File: config.mk
export PLATFORM = sky130hd
export DESIGN_NAME = mole_game_ctrl
export DESIGN_NICKNAME = d
export VERILOG_FILES = /design/src/rtl/mole_game_ctrl.sv
export SDC_FILE = /design/constraint.sdc
export NUM_CORES = 1
export LEC_CHECK = 0
export CAP_MARGIN = 40
export CORE_UTILIZATION = 31
export DETAILED_ROUTE_END_ITERATION = 7
export DONT_BUFFER_PORTS = 1
export REMOVE_ABC_BUFFERS = 1
export SETUP_SLACK_MARGIN = 0.02
export SKIP_LAST_GASP = 1
export SLEW_MARGIN = 30
export SYNTH_ARGS = -nofsm -noshare
export SYNTH_HDL_FRONTEND = slang
export SYNTH_SLANG_ARGS = --single-unit
File: constraint.sdc
create_clock -name clk -period 3.92 [get_ports clk]
set_input_delay 0.392 -clock clk [delete_from_list [all_inputs] [get_ports clk]]
set_output_delay 0.392 -clock clk [all_outputs]
set_load 0.05 [all_outputs]
File: src/rtl/mole_game_ctrl.sv
// mole_game_ctrl: whack-a-mole sequencer picking boxes, timing moles, scoring hits and misses
module mole_game_ctrl #(
    parameter int         NUM_BOXES = 10,
    parameter int         TICK_DIV  = 100000,
    parameter int         UP_TICKS  = 1000,
    parameter int         GAP_TICKS = 300,
    parameter int         MAX_MISS  = 3,
    parameter logic [7:0] LFSR_SEED = 8'hA5
) (
    input  logic       clk,
    input  logic       rst,
    input  logic       start,
    input  logic       hit_valid,
    input  logic [3:0] hit_idx,
    output logic [3:0] selected_box,
    output logic [7:0] score,
    output logic [1:0] misses,
    output logic       game_over,
    output logic       busy
);
    localparam logic [1:0] IDLE = 2'd0, GAP = 2'd1, UP = 2'd2, OVER = 2'd3;
    localparam int PW = TICK_DIV > 1 ? $clog2(TICK_DIV) : 1;
    localparam int TW = $clog2((UP_TICKS > GAP_TICKS ? UP_TICKS : GAP_TICKS) + 1);
    logic [1:0] state, nxt;
    logic [PW-1:0] pre;
    logic [TW-1:0] cnt;
    logic [7:0] lfsr;
    logic [3:0] prev_box, c0, pick;
    logic tick, expire, hit, last_miss;
    assign tick = pre == PW'(TICK_DIV - 1);
    assign expire = tick && cnt == (state == UP ? TW'(UP_TICKS - 1) : TW'(GAP_TICKS - 1));
    // selected_box holds the live mole while in UP, so a hit is a match against it
    assign hit = state == UP && hit_valid && hit_idx == selected_box;
    assign last_miss = 2'(misses + 2'd1) == 2'(MAX_MISS);
    assign c0 = lfsr[3:0] >= 4'(NUM_BOXES) ? lfsr[3:0] - 4'(NUM_BOXES) : lfsr[3:0];
    assign pick = c0 == prev_box ? (c0 == 4'(NUM_BOXES - 1) ? 4'd0 : c0 + 4'd1) : c0;
    // next-state decision
    always_comb begin
        nxt = state;
        case (state)
            IDLE, OVER: nxt = start ? GAP : state;
            GAP:        nxt = expire ? UP : GAP;
            default:    nxt = hit ? GAP : expire ? (last_miss ? OVER : GAP) : UP;
        endcase
    end
    // prescaler and tick counter, both restarted on every state entry
    always_ff @(posedge clk or posedge rst) begin
        if (rst) begin
            pre <= '0;
            cnt <= '0;
        end else if (nxt != state) begin
            pre <= '0;
            cnt <= '0;
        end else begin
            pre <= tick ? '0 : pre + 1'b1;
            cnt <= cnt + TW'(tick);
        end
    end
    // free-running LFSR, taps x^8+x^6+x^5+x^4+1
    always_ff @(posedge clk or posedge rst) begin
        if (rst) lfsr <= LFSR_SEED;
        else lfsr <= {lfsr[6:0], lfsr[7] ^ lfsr[5] ^ lfsr[4] ^ lfsr[3]};
    end
    // state, registered outputs, scoring and box memory
    always_ff @(posedge clk or posedge rst) begin
        if (rst) begin
            state        <= IDLE;
            selected_box <= 4'hF;
            score        <= '0;
            misses       <= '0;
            game_over    <= 1'b0;
            busy         <= 1'b0;
            prev_box     <= 4'hF;
        end else begin
            state        <= nxt;
            selected_box <= nxt == UP ? (state == UP ? selected_box : pick) : 4'hF;
            busy         <= nxt == GAP || nxt == UP;
            game_over    <= nxt == OVER;
            if ((state == IDLE || state == OVER) && start) begin
                score  <= '0;
                misses <= '0;
            end
            if (hit && score != 8'hFF) score <= score + 8'd1;
            if (state == UP && expire && !hit) misses <= misses + 2'd1;
            if (state == GAP && expire) prev_box <= pick;
        end
    end
endmodule

==> out/metrics.cfg <==
[clock_network]
cts-root-buf = clkbuf_8
htree_num_levels = 3
cts_resized = 0
ctsHoldBuffers = 0
clock_latency_ns = 0.34
cts_buffers = 9
clk_pin_slew_ns = 0.07
clockBufferDepth = 2
postCtsSetupBuffers = 0
tritoncts = done
clock_sinks = 57

[setup_path]
slowest_stage = or4_4
crit_required_ns = 4.16
crit_family = simple AND/OR/NAND/NOR gates
critPathMaxFanout = 5
slowest_delay_ns = 0.58
path_cells = inv_1 > ha_1 > nor4b_2 > a2bb2oi_2 > or4_4 > o211a_2 > ha_1 > inv_1 > nor2_1 > and3_1 > a311oi_1
setup.worst_path.end_class = register
cp_data_arrival_time_ns = 3.21
start_kind = register
worstSetupPathType = reg2reg
cp.buffers_inverters = 2

[synthesis]
async_reset_ff_share_pct = 100
yosys.cell_types.count = 59
synth_top_area_cell = dfrtp_1
syn-mean-instance-area_sq_um = 9.75
ys_seq_area_share_pct = 42.2
synth_cells = 350
yosysMostFrequentCell = dfrtp_1
synth_area_leaders = dfrtp_1, dfstp_2, xnor2_1, nand2_1, nor3_1
ys_ff_latch = 57
synth_area_sq_um = 3410
synth-edff-count = 0
synth_top_area_share_pct = 33.0
synth_warnings = 0
synth_ff_type = dfrtp_1
synth_common_cells = dfrtp_1, nand2_1, nor3_1

[pwr]
peakVddDrop_uv = 125
clkPwrFrac_pct = 42.8
p_leak_nw = 1.55
p_sw_mw = 0.239
power.density_nw_per_um2 = 288
sw_frac_of_total_pct = 22.6
seq_power_share_pct = 55.8
cell_internal_pwr_mw = 0.818
p_comb_share_pct = 1.4

[route]
wire_per_inst_microns = 14.0
avgViaCountPerCell = 5.09
routed_wl_microns = 6910
drtIter0Drc = 94
vias = 2509
route.detailed.drc = 0
first_pass_iters = 4
postRouteAntennaNets = 0

[sta]
slew_violations = 0
rsz0062_at_grt = no
finalSetupTns_ns = 0
hold_violations = 0
max-slew-margin-rel_pct = 49.4
fin_crit_ns = 2.97
period_share_pct = 75.9
fmax_mhz = 336
tightestPinTransition_ns = 0.759
setup_viol = 0
finClkSkew_ns = 0.0125

[floorplan]
core_sq_um = 10500
die-area_sq_um = 11400
die_w_microns = 107
start_util_pct = 32.5
pin_count = 24
num_rows = 37
fp.dieH_microns = 107

[global_route]
grt_pass1_wl_microns = 12000
grt_usage_pct = 13.2
grt_overflow = 0
antenna_found_initial = 0
grt_pass1_vias = 2536
grt_max_degree = 30

[flow_run]
cap_violations = 0

[layout]
fin_nets = 370
fin_util_pct = 34.9
drive_gt1_share_pct = 16.5
multi_input_area_sq_um = 1810
nFillCells = 1063
layout.area.seq_sq_um = 1440
area_growth_pct = 7.59
num_antenna_cells = 0

[placement]
port_buffers = 0
gp_congestion = 0.761
hpwl_microns = 4880

[outcome]
status = finished, final reports clean

[hold_path]
hold_class = in2async

cell type report:
type / instances / area share [%]
Multi-Input combinational cell: 266 / 49.2
Sequential cell: 57 / 39.3
Tap cell: 136 / 4.64
Clock buffer: 12 / 3.68
Timing Repair Buffer: 6 / 1.40
Inverter: 12 / 1.23
Clock inverter: 4 / 0.613
kinds of logic (layout without fill, tap and decap cells):
logic type,after synthesis,after routing,synth area share (%)
AO/OA/AOI/OAI,46,46,9.90
XOR/XNOR,35,35,9.20
adder cells (fa/ha/maj),10,10,3.67
buffers and inverters,27,34,4.84
flip-flops,57,57,42.2
multiplexers,3,3,0.953
AND/OR/NAND/NOR,172,172,29.2
worst reg2reg max path, stage by stage (launching register included):
cell and delay (ns):
dfrtp_1 0.38, inv_1 0.09, ha_1 0.24, nor4b_2 0.36, a2bb2oi_2 0.17, or4_4 0.58
o211a_2 0.21, ha_1 0.28, inv_1 0.11, nor2_1 0.04, and3_1 0.18, a311oi_1 0.24
final timing paths:
path / startpoint / to / slack [ns] / cells after the start
max: state[0] / selected_box[2] / 0.95 / 11
min: rst / lfsr[6] / 0.02 / 1
min reg2reg: lfsr[6] / lfsr[7] / 0.37 / 0
max reg2reg: state[0] / selected_box[2] / 0.95 / 11
min in group clk: lfsr[6] / lfsr[7] / 0.37 / 0
max in group asynchronous: rst / prev_box[0] / 3.03 / 2
power groups by stage:
stage | Combinational (mW) | Clock [mW] | Sequential, mW
2_1_floorplan | 0.0109 | 0 | 0.599
3_3_place_gp | 0.0157 | 0 | 0.599
3_5_place_dp | 0.0163 | 0 | 0.599
4_1_cts | 0.0162 | 0.471 | 0.589
5_1_grt | 0.0183 | 0.497 | 0.588
6_report | 0.0151 | 0.452 | 0.589
state kept, by name, indices dropped and copies added, names as in the netlist:
register,flops
score,8
prev_box,4
lfsr,8
busy,1
cnt,10
selected_box,4
game_over,1
misses,2
state,2
pre,17
metal layers:
| layer | share of wire, % | track usage, % | up-vias |
|---|---|---|---|
| met3 | 3.5 | 3.04 | 13 |
| met1 | 49 | 17.2 | 1203 |
| met4 | 2.2 | 6.07 | 0 |
| met2 | 45 | 21.0 | 41 |
| met5 | 0 | 0 | - |
| li1 | - | - | 1252 |
through the flow:
stage	setup WS [ns]	instances	cell area, sq um	hold slack, ns	power, mW
2_1_floorplan	0.960	335	3290	0.333	0.610
3_3_place_gp	1.01	475	3490	0.334	0.615
3_5_place_dp	0.976	477	3510	0.351	0.616
4_1_cts	0.952	493	3670	0.0311	1.08
5_1_grt	0.823	493	3670	0.0676	1.10
6_report	0.946	493	3670	0.0243	1.06
placed cells by master (no fill, tap or decap), types with 2 or more instances in the layout:
cell,count
and2_1,3
and4bb_2,2
and4b_1,2
nand3_1,23
nor3_1,28
nor2_1,17
inv_1,11
xnor2_1,24
a2bb2oi_2,2
a21oi_1,4
and3b_1,2
buf_4,4
nor4b_2,2
dfrtp_1,45
mux2_2,2
nor2b_1,4
xor2_1,10
nor4b_1,2
clkinv_2,3
o211ai_1,4
nand3b_1,2
and3_1,6
nand4_1,12
nand4b_1,2
dfstp_2,12
o31ai_1,2
o21ai_0,18
clkbuf_1,3
and4_1,2
clkbuf_8,9
nor3_2,10
ha_1,10
o21a_1,3
nand2_1,44
No activity file was read; power rests on OpenSTA's default activity.
